**config.mk**
```make
export PLATFORM = sky130hd
export DESIGN_NAME = pulse_saw_voice_flat
export DESIGN_NICKNAME = d
export VERILOG_FILES = /design/src/rtl/pulse_saw_voice_pkg.sv /design/src/rtl/pulse_saw_voice_if.sv /design/src/rtl/pulse_saw_voice_amplitude_downscaler.sv /design/src/rtl/pulse_saw_voice.sv /design/src/flat_wrapper.sv
export SDC_FILE = /design/constraint.sdc
export NUM_CORES = 1
export LEC_CHECK = 0
export CORE_AREA = 5 5 85 165
export DETAILED_ROUTE_END_ITERATION = 10
export DIE_AREA = 0 0 90 170
export PLACE_DENSITY = 0.72
export SYNTH_ARGS = -nofsm -noshare
export SYNTH_HDL_FRONTEND = slang
export SYNTH_HIERARCHICAL = 1
export SYNTH_SLANG_ARGS = --single-unit
```
**constraint.sdc**
```tcl
create_clock -name clk -period 14.3 [get_ports clk]
set_input_delay 3.575 -clock clk [delete_from_list [all_inputs] [get_ports clk]]
set_output_delay 3.575 -clock clk [all_outputs]
set_load 0.02 [all_outputs]
```
**src/rtl/pulse_saw_voice_pkg.sv**
```systemverilog
// pulse_saw_voice_pkg
//   Shared definitions for the pulse/saw synthesizer voice:
//   waveform-select encodings and the default widths that the voice,
//   its bus interface and the amplitude downscaler all agree on.
package pulse_saw_voice_pkg;

    typedef enum logic [1:0] {
        WAVE_SAW   = 2'd0,
        WAVE_PULSE = 2'd1,
        WAVE_AND   = 2'd2,
        WAVE_OFF   = 2'd3
    } wave_sel_e;

    localparam int DEF_FREQ_BITS        = 16;
    localparam int DEF_ACCUMULATOR_BITS = 24;
    localparam int DEF_OUTPUT_BITS      = 16;
    localparam int DEF_PULSEWIDTH_BITS  = 12;
    localparam int DEF_AMPLITUDE_BITS   = 8;

endpackage : pulse_saw_voice_pkg

```
**src/rtl/pulse_saw_voice_if.sv**
```systemverilog
// pulse_saw_voice_if
//   Control and sample bus of one synthesizer voice.
//   master : note/level controller (drives enable, freq, wave_sel,
//            pulse_width, amplitude; receives sound_data, sound_valid)
//   slave  : the voice itself
interface pulse_saw_voice_if
    import pulse_saw_voice_pkg::*;
#(
    parameter int FREQ_BITS       = DEF_FREQ_BITS,
    parameter int OUTPUT_BITS     = DEF_OUTPUT_BITS,
    parameter int PULSEWIDTH_BITS = DEF_PULSEWIDTH_BITS,
    parameter int AMPLITUDE_BITS  = DEF_AMPLITUDE_BITS
);

    logic                       enable;
    logic [FREQ_BITS-1:0]       freq;
    logic [1:0]                 wave_sel;
    logic [PULSEWIDTH_BITS-1:0] pulse_width;
    logic [AMPLITUDE_BITS-1:0]  amplitude;
    logic [OUTPUT_BITS-1:0]     sound_data;
    logic                       sound_valid;

    modport master (
        output enable,
        output freq,
        output wave_sel,
        output pulse_width,
        output amplitude,
        input  sound_data,
        input  sound_valid
    );

    modport slave (
        input  enable,
        input  freq,
        input  wave_sel,
        input  pulse_width,
        input  amplitude,
        output sound_data,
        output sound_valid
    );

endinterface : pulse_saw_voice_if

```
**src/rtl/pulse_saw_voice_amplitude_downscaler.sv**
```systemverilog
// amplitude_downscaler
//   Combinational level control: dout = (din * amplitude) >> AMPLITUDE_BITS,
//   truncated (no rounding). Full-scale amplitude therefore gives
//   din * (2^AMPLITUDE_BITS - 1) / 2^AMPLITUDE_BITS, never exactly din.
//   Ports:
//     din       in  DATA_BITS       unsigned sample
//     amplitude in  AMPLITUDE_BITS  unsigned level
//     dout      out DATA_BITS       scaled sample
module amplitude_downscaler #(
    parameter int DATA_BITS      = 16,
    parameter int AMPLITUDE_BITS = 8
) (
    input  logic [DATA_BITS-1:0]      din,
    input  logic [AMPLITUDE_BITS-1:0] amplitude,
    output logic [DATA_BITS-1:0]      dout
);

    localparam int PROD_BITS = DATA_BITS + AMPLITUDE_BITS;

    function automatic logic [DATA_BITS-1:0] scale_trunc(
        input logic [DATA_BITS-1:0]      d,
        input logic [AMPLITUDE_BITS-1:0] a
    );
        logic [PROD_BITS-1:0] prod;
        prod = PROD_BITS'(d) * PROD_BITS'(a);
        return DATA_BITS'(prod >> AMPLITUDE_BITS);
    endfunction

    assign dout = scale_trunc(din, amplitude);

endmodule : amplitude_downscaler

```
**src/rtl/pulse_saw_voice.sv**
```systemverilog
// pulse_saw_voice
//   One synthesizer voice: phase accumulator -> saw / pulse extraction ->
//   waveform select -> amplitude downscaler -> registered sample.
//   One sample per clock; a sample reflects the accumulator value held
//   before the edge that registers it.
//   Ports:
//     clk  in   system clock, rising edge
//     rst  in   synchronous reset, active-high (clears phase and output)
//     bus  slave modport of pulse_saw_voice_if
//          enable, freq, wave_sel, pulse_width, amplitude in;
//          sound_data, sound_valid out (both registered)
module pulse_saw_voice
    import pulse_saw_voice_pkg::*;
#(
    parameter int FREQ_BITS        = DEF_FREQ_BITS,
    parameter int ACCUMULATOR_BITS = DEF_ACCUMULATOR_BITS,
    parameter int OUTPUT_BITS      = DEF_OUTPUT_BITS,
    parameter int PULSEWIDTH_BITS  = DEF_PULSEWIDTH_BITS,
    parameter int AMPLITUDE_BITS   = DEF_AMPLITUDE_BITS
) (
    input  logic               clk,
    input  logic               rst,
    pulse_saw_voice_if.slave   bus
);

    logic [ACCUMULATOR_BITS-1:0] acc_p0;
    logic [OUTPUT_BITS-1:0]      saw;
    logic [PULSEWIDTH_BITS-1:0]  phase_top;
    logic [OUTPUT_BITS-1:0]      pulse;
    logic [OUTPUT_BITS-1:0]      raw;
    logic [OUTPUT_BITS-1:0]      scaled;
    logic [OUTPUT_BITS-1:0]      data_p1;
    logic                        vld_p1;

    // ---- stage p0: phase accumulator (wraps, carry discarded) ----
    always_ff @(posedge clk) begin
        if (rst) begin
            acc_p0 <= '0;
        end else if (bus.enable) begin
            acc_p0 <= acc_p0 + ACCUMULATOR_BITS'(bus.freq);
        end
    end

    // Waveforms are taken from the top of the phase; the pulse compares
    // only the top PULSEWIDTH_BITS, so pulse_width=0 never fires and the
    // all-ones bucket is always low even at maximum width.
    assign saw       = acc_p0[ACCUMULATOR_BITS-1 -: OUTPUT_BITS];
    assign phase_top = acc_p0[ACCUMULATOR_BITS-1 -: PULSEWIDTH_BITS];
    assign pulse     = (phase_top < bus.pulse_width) ? '1 : '0;

    always_comb begin
        raw = '0;
        unique case (wave_sel_e'(bus.wave_sel))
            WAVE_SAW:   raw = saw;
            WAVE_PULSE: raw = pulse;
            WAVE_AND:   raw = saw & pulse;
            WAVE_OFF:   raw = '0;
            default:    raw = '0;
        endcase
    end

    amplitude_downscaler #(
        .DATA_BITS      (OUTPUT_BITS),
        .AMPLITUDE_BITS (AMPLITUDE_BITS)
    ) u_downscaler (
        .din       (raw),
        .amplitude (bus.amplitude),
        .dout      (scaled)
    );

    // ---- stage p1: output sample register ----
    always_ff @(posedge clk) begin
        if (rst) begin
            data_p1 <= '0;
            vld_p1  <= 1'b0;
        end else begin
            data_p1 <= scaled;
            vld_p1  <= bus.enable;
        end
    end

    assign bus.sound_data  = data_p1;
    assign bus.sound_valid = vld_p1;

endmodule : pulse_saw_voice

```
**src/flat_wrapper.sv**
```systemverilog
// flat-port wrapper written by rule: the top's interface ports become plain ports
module pulse_saw_voice_flat import pulse_saw_voice_pkg::*;
#(
    parameter int FREQ_BITS        = DEF_FREQ_BITS,
    parameter int ACCUMULATOR_BITS = DEF_ACCUMULATOR_BITS,
    parameter int OUTPUT_BITS      = DEF_OUTPUT_BITS,
    parameter int PULSEWIDTH_BITS  = DEF_PULSEWIDTH_BITS,
    parameter int AMPLITUDE_BITS   = DEF_AMPLITUDE_BITS
)
  (clk, rst, bus_enable, bus_freq, bus_wave_sel, bus_pulse_width, bus_amplitude, bus_sound_data, bus_sound_valid);
  pulse_saw_voice_if #(.FREQ_BITS(FREQ_BITS), .OUTPUT_BITS(OUTPUT_BITS), .PULSEWIDTH_BITS(PULSEWIDTH_BITS), .AMPLITUDE_BITS(AMPLITUDE_BITS)) bus_i ();
  input  logic clk;
  input  logic rst;
  input wire logic [$bits(bus_i.enable)-1:0] bus_enable;
  input wire logic [$bits(bus_i.freq)-1:0] bus_freq;
  input wire logic [$bits(bus_i.wave_sel)-1:0] bus_wave_sel;
  input wire logic [$bits(bus_i.pulse_width)-1:0] bus_pulse_width;
  input wire logic [$bits(bus_i.amplitude)-1:0] bus_amplitude;
  output wire logic [$bits(bus_i.sound_data)-1:0] bus_sound_data;
  output wire logic [$bits(bus_i.sound_valid)-1:0] bus_sound_valid;
  assign bus_i.enable = bus_enable;
  assign bus_i.freq = bus_freq;
  assign bus_i.wave_sel = bus_wave_sel;
  assign bus_i.pulse_width = bus_pulse_width;
  assign bus_i.amplitude = bus_amplitude;
  assign bus_sound_data = bus_i.sound_data;
  assign bus_sound_valid = bus_i.sound_valid;
  pulse_saw_voice #(.FREQ_BITS(FREQ_BITS), .ACCUMULATOR_BITS(ACCUMULATOR_BITS), .OUTPUT_BITS(OUTPUT_BITS), .PULSEWIDTH_BITS(PULSEWIDTH_BITS), .AMPLITUDE_BITS(AMPLITUDE_BITS)) u_core (.clk(clk), .rst(rst), .bus(bus_i));
endmodule
```
* After elaboration in Yosys (flattened, before gate mapping) *
Cells that the tools add are included.

word-level totals
  output and inout port bits = 17
  bits in registers = 41
  logic and storage cells = 13
  input port bits = 41

operators by class
  muxes and demuxes = 2
  multiply operators = 1
  add/sub/neg operators = 1
  bitwise operators = 1
  equal/unequal tests = 3
  magnitude comparators = 1
  reductions and logical operators = 1

operators by type and width
  operator              count
  $pmux W16 S4          1
  $add A24 B16 Y24      1
  $mul A16 B8 Y24       1
  $and A16 B16 Y16      1
  $mux W16              1
  $lt A12 B12 Y1        1
  $eq A2 B2 Y1 const B  2
  $eq A2 B1 Y1 const B  1
  $logic_not A2 Y1      1

* Depth between registers and ports, before layout *
  depth in word-level cells = 5
  gate-level depth with buffers = 26
  mapped depth without buffers = 25

* By module *
Netlist, hierarchy kept.

modules (own cells, without submodules)
  module                times used  area an instance (um2)  cells each
  amplitude_downscaler  1           3804.9                  429
  pulse_saw_voice       1           2683.8                  322

* Worst setup path before layout *
No wires, ideal clock.

  path type = input -> register
  start = in bus_pulse_width[8]
  end = reg u_core.data_p1[15], in the netlist u_core/bus.sound_data[15]
  stages on the path = 23
  path slack = 5240 ps
  arrival time = 8932 ps
  cells stage by stage = inv_1 -> ha_1 -> a21o_1 -> a211oi_1 -> o21ai_0 -> o211ai_1 -> a21boi_2 -> o21ai_0 -> and2_1 -> fa_1 -> fa_1 -> fa_1 -> inv_1 -> fa_1 -> inv_1 -> ha_1 -> and4_1 -> and2_1 -> a32oi_4 -> o41a_2 -> o21ai_2 -> xnor2_1 -> nor2b_1

between the ends
  cells in the longest elaborated chain, start to end = 5

ends and longest elaborated chain
  what                   line                                        RTL
  start, declared        flat_wrapper.sv:17                          input wire logic [$bits(bus_i.pulse_width)-1:0] bus_pulse_width;
  $lt A12 B12 Y1 *       pulse_saw_voice.sv:49                       assign pulse = (phase_top < bus.pulse_width) ? '1 : '0;
  $mux W16 *             pulse_saw_voice.sv:49
  $and A16 B16 Y16       pulse_saw_voice.sv:56                       WAVE_AND: raw = saw & pulse;
  $pmux W16 S4 *         pulse_saw_voice.sv:53                       unique case (wave_sel_e'(bus.wave_sel))
  net u_core.raw[4]      pulse_saw_voice.sv:30                       logic [OUTPUT_BITS-1:0] raw;
  $mul A16 B8 Y24 *      pulse_saw_voice_amplitude_downscaler.sv:25  prod = PROD_BITS'(d) * PROD_BITS'(a);
  net u_core.scaled[15]  pulse_saw_voice.sv:31                       logic [OUTPUT_BITS-1:0] scaled;
  end signal, assigned   pulse_saw_voice.sv:77                       data_p1 <= scaled;
  end, declared          pulse_saw_voice.sv:32                       logic [OUTPUT_BITS-1:0] data_p1;

Mark *: on every way through the listed nets, which the timed path passes. The rest lies on a longest branch.
A chain may end at the register's enable or synchronous reset.

* Worst setup path in the final report *
  start = in bus_pulse_width[11]
  end = reg u_core.data_p1[15], in the netlist u_core/bus.sound_data[15]

Same word-level chain as after synthesis.

==> flow_summary.ini <==
[yosys]
synthDistinctLibCells = 58
synth_edf_count = 0
yosysTopAreaCellShare = 0.259
synth_top_family_by_area = adder cells
ys_seq_area_frac = 0.126
synth-compound-area-share = 0.131
synthFlopType = dfxtp_1
synth_fa_ha_area_frac = 0.390
syn_area_per_cell_sq_um = 8.64
synthTopCellsByArea = fa_1 (26%), ha_1 (13%), dfxtp_1 (13%), and2_1 (9.4%), inv_1 (6.5%)
syn_inst = 751
synth-simple-area-share = 0.218
synth_nets = 944
syn_area_sq_um = 6490
ys_ff_latch = 41
yosys_warnings = 6
yosysTopAreaCell = fa_1
synth-xor-area-share = 0.0378
synthMuxAreaShare = 0.0164
async_flop_share = 0

[clock_tree]
hold_buffers = 0
clock-root-buffer = clkbuf_16
htree_levels = 2
cts_buffers = 5
clock_latency_ns = 0.30
clock_path_buffers = 2
cts_sinks = 41
cts_tree = yes
cts_resized = 0
path_clk_slew_ns = 0.06
postCtsSetupRepairBufs = 0

[drt]
routed-via-count = 5327
avgRoutedWirePerCell_microns = 16.8
drtAntennaViolNets = 0
viasPerCell = 5.62
drt_iter0_markers = 254
dr.pass1.iters = 5
drc_errors = 0
wirelength_microns = 15900

[cells_and_area]
num_antenna_cells = 0
num-fill-cells = 1146
stdcell_area_sq_um = 7330
fin_cells = 948
drive_gt1_frac = 0.0539
synthToLayoutAreaGrowth_pct = 13.0
fin_nets = 990

[setup_path]
cp-end-kind = register
cp.required_ns = 14.48
startpoint_type = input port
r2r_cells = 21
path_class = input port to register
rrSetupSlack_ns = 7.44
crit_fanout = 16
critical_path_arrival_ns = 10.41

[timing]
max_freq_mhz = 97.8
rsz0062_at_grt = false
finalCritPeriodShare = 0.715
skew_ns = 0.00801
hold_violations = 0
tns_ns = 0
relSlewSlack = 0.332
min_period_ns = 10.23
slew_violations = 0
fin_ws_ns = 4.07
setup_viol = 0
tightest_slew_ns = 0.992

[power]
leakage_uw = 0.00350
irDropWorstVdd_v = 0.0000940
powerDensity_nw_per_um2 = 115

[die]
start_util = 0.517
io_pins = 58
fp.dieArea_sq_um = 15300
core_sq_um = 12600
num_rows = 58
die_x_microns = 90
die_h_microns = 170

[place]
place_inst = 940
hpwlAfterDp_microns = 13100
place_congestion = 0.849
place_area_sq_um = 7170
dp_slack_ns = 3.80
io_buffers = 57

[global_routing]
antenna_found_initial = 0
grt-ovfl-total = 0
grt_max_degree = 24
grt.total_usage = 0.214
grt_pass1_vias = 5926
grt_pass1_wl_microns = 26800

[hold_path]
holdCritPathClass = register to register
holdPathStages = 2

[flow_run]
cap_violations = 0

[run_status]
status = completed
[metrics by stage]
| step | utilization | hold WS, ns | power [uW] |
|---|---|---|---|
| final | 0.584 | 0.492 | 845 |
| after global routing | 0.584 | 0.505 | 926 |
| after CTS | 0.584 | 0.493 | 852 |
| after detailed placement | 0.571 | 0.484 | 714 |
| after global placement | 0.571 | 0.476 | 689 |
| after floorplan | - | 0.451 | 563 |
[worst max-delay path, stage by stage]
cell             delay [ns]
clkdlybuf4s50_1        0.46
inv_1                  0.05
ha_1                   0.29
nand4_1                0.11
nor3_1                 0.28
a21oi_2                0.12
a21boi_2               0.64
o21ai_0                0.58
and2_1                 0.32
fa_1                   0.49
fa_1                   0.53
fa_1                   0.55
inv_1                  0.06
fa_1                   0.52
inv_1                  0.04
ha_1                   0.38
and4_1                 0.24
and2_1                 0.20
a32oi_4                0.17
o41a_2                 0.44
o21ai_2                0.15
xnor2_1                0.08
nor2b_1                0.13
[sequential cells by signal (all words and copies together) (netlist names)]
signal                  count
u_core/acc_p0              24
u_core/bus.sound_data      16
u_core/bus.sound_valid      1
[per-layer routing]
metal	vias to the layer above	routed length (microns)	track usage
met5	-	0	0
met4	0	634	0.110
met3	53	409	0.0239
met2	127	9400	0.442
met1	2630	5460	0.197
li1	2517	-	-
[cell usage after synthesis, types with 14 or more instances]
cell type and instances:
a21oi_1 31, fa_1 84, o21ai_0 24, and2_1 98, nor2_1 32, nor2b_1 22
dfxtp_1 41, clkbuf_1 14, ha_1 68, xnor2_1 23, nand2_1 67, inv_1 112
[logic make-up (layout without fill, tap and decap cells)]
kind of cell / Yosys count / after routing
flops: 41 / 41
buf+inv: 132 / 179
xor+xnor: 28 / 28
compound gates: 125 / 125
mux: 10 / 10
simple gates: 263 / 263
fa+ha+maj: 152 / 152
[where the power goes]
part	internal [uW]	leakage, uW	switching, uW
registers	138	0.000338	10.5
logic	249	0.00308	312
clock network	82.8	0.0000842	52.5
[final timing paths]
path                                          start                   endpoint
worst max-delay path            bus_pulse_width[11]  u_core/bus.sound_data[15]
worst min-delay path               u_core/acc_p0[7]           u_core/acc_p0[7]
worst max register to register    u_core/acc_p0[21]  u_core/bus.sound_data[15]
worst min register to register     u_core/acc_p0[7]           u_core/acc_p0[7]
[area by class of cell]
cell class	count	area, sq um	share of cell area
Multi-Input combinational cell	578	5150	0.702
Sequential cell	41	821	0.112
Timing Repair Buffer	59	586	0.0798
Inverter	112	420	0.0573
Tap cell	150	188	0.0256
Clock buffer	5	125	0.0171
Clock inverter	3	43.8	0.00597
[placed cells by master, fill, tap and decap left out, types with 12 or more instances in the layout]
master,instances
a21oi_1,31
ha_1,68
nor2_1,32
inv_1,112
fa_1,84
nand2_1,67
dfxtp_1,41
o21ai_0,24
o21ai_2,12
nor2b_1,22
and2_1,98
clkdlybuf4s50_1,57
xnor2_1,23
Power figures use the tool's default switching activity.
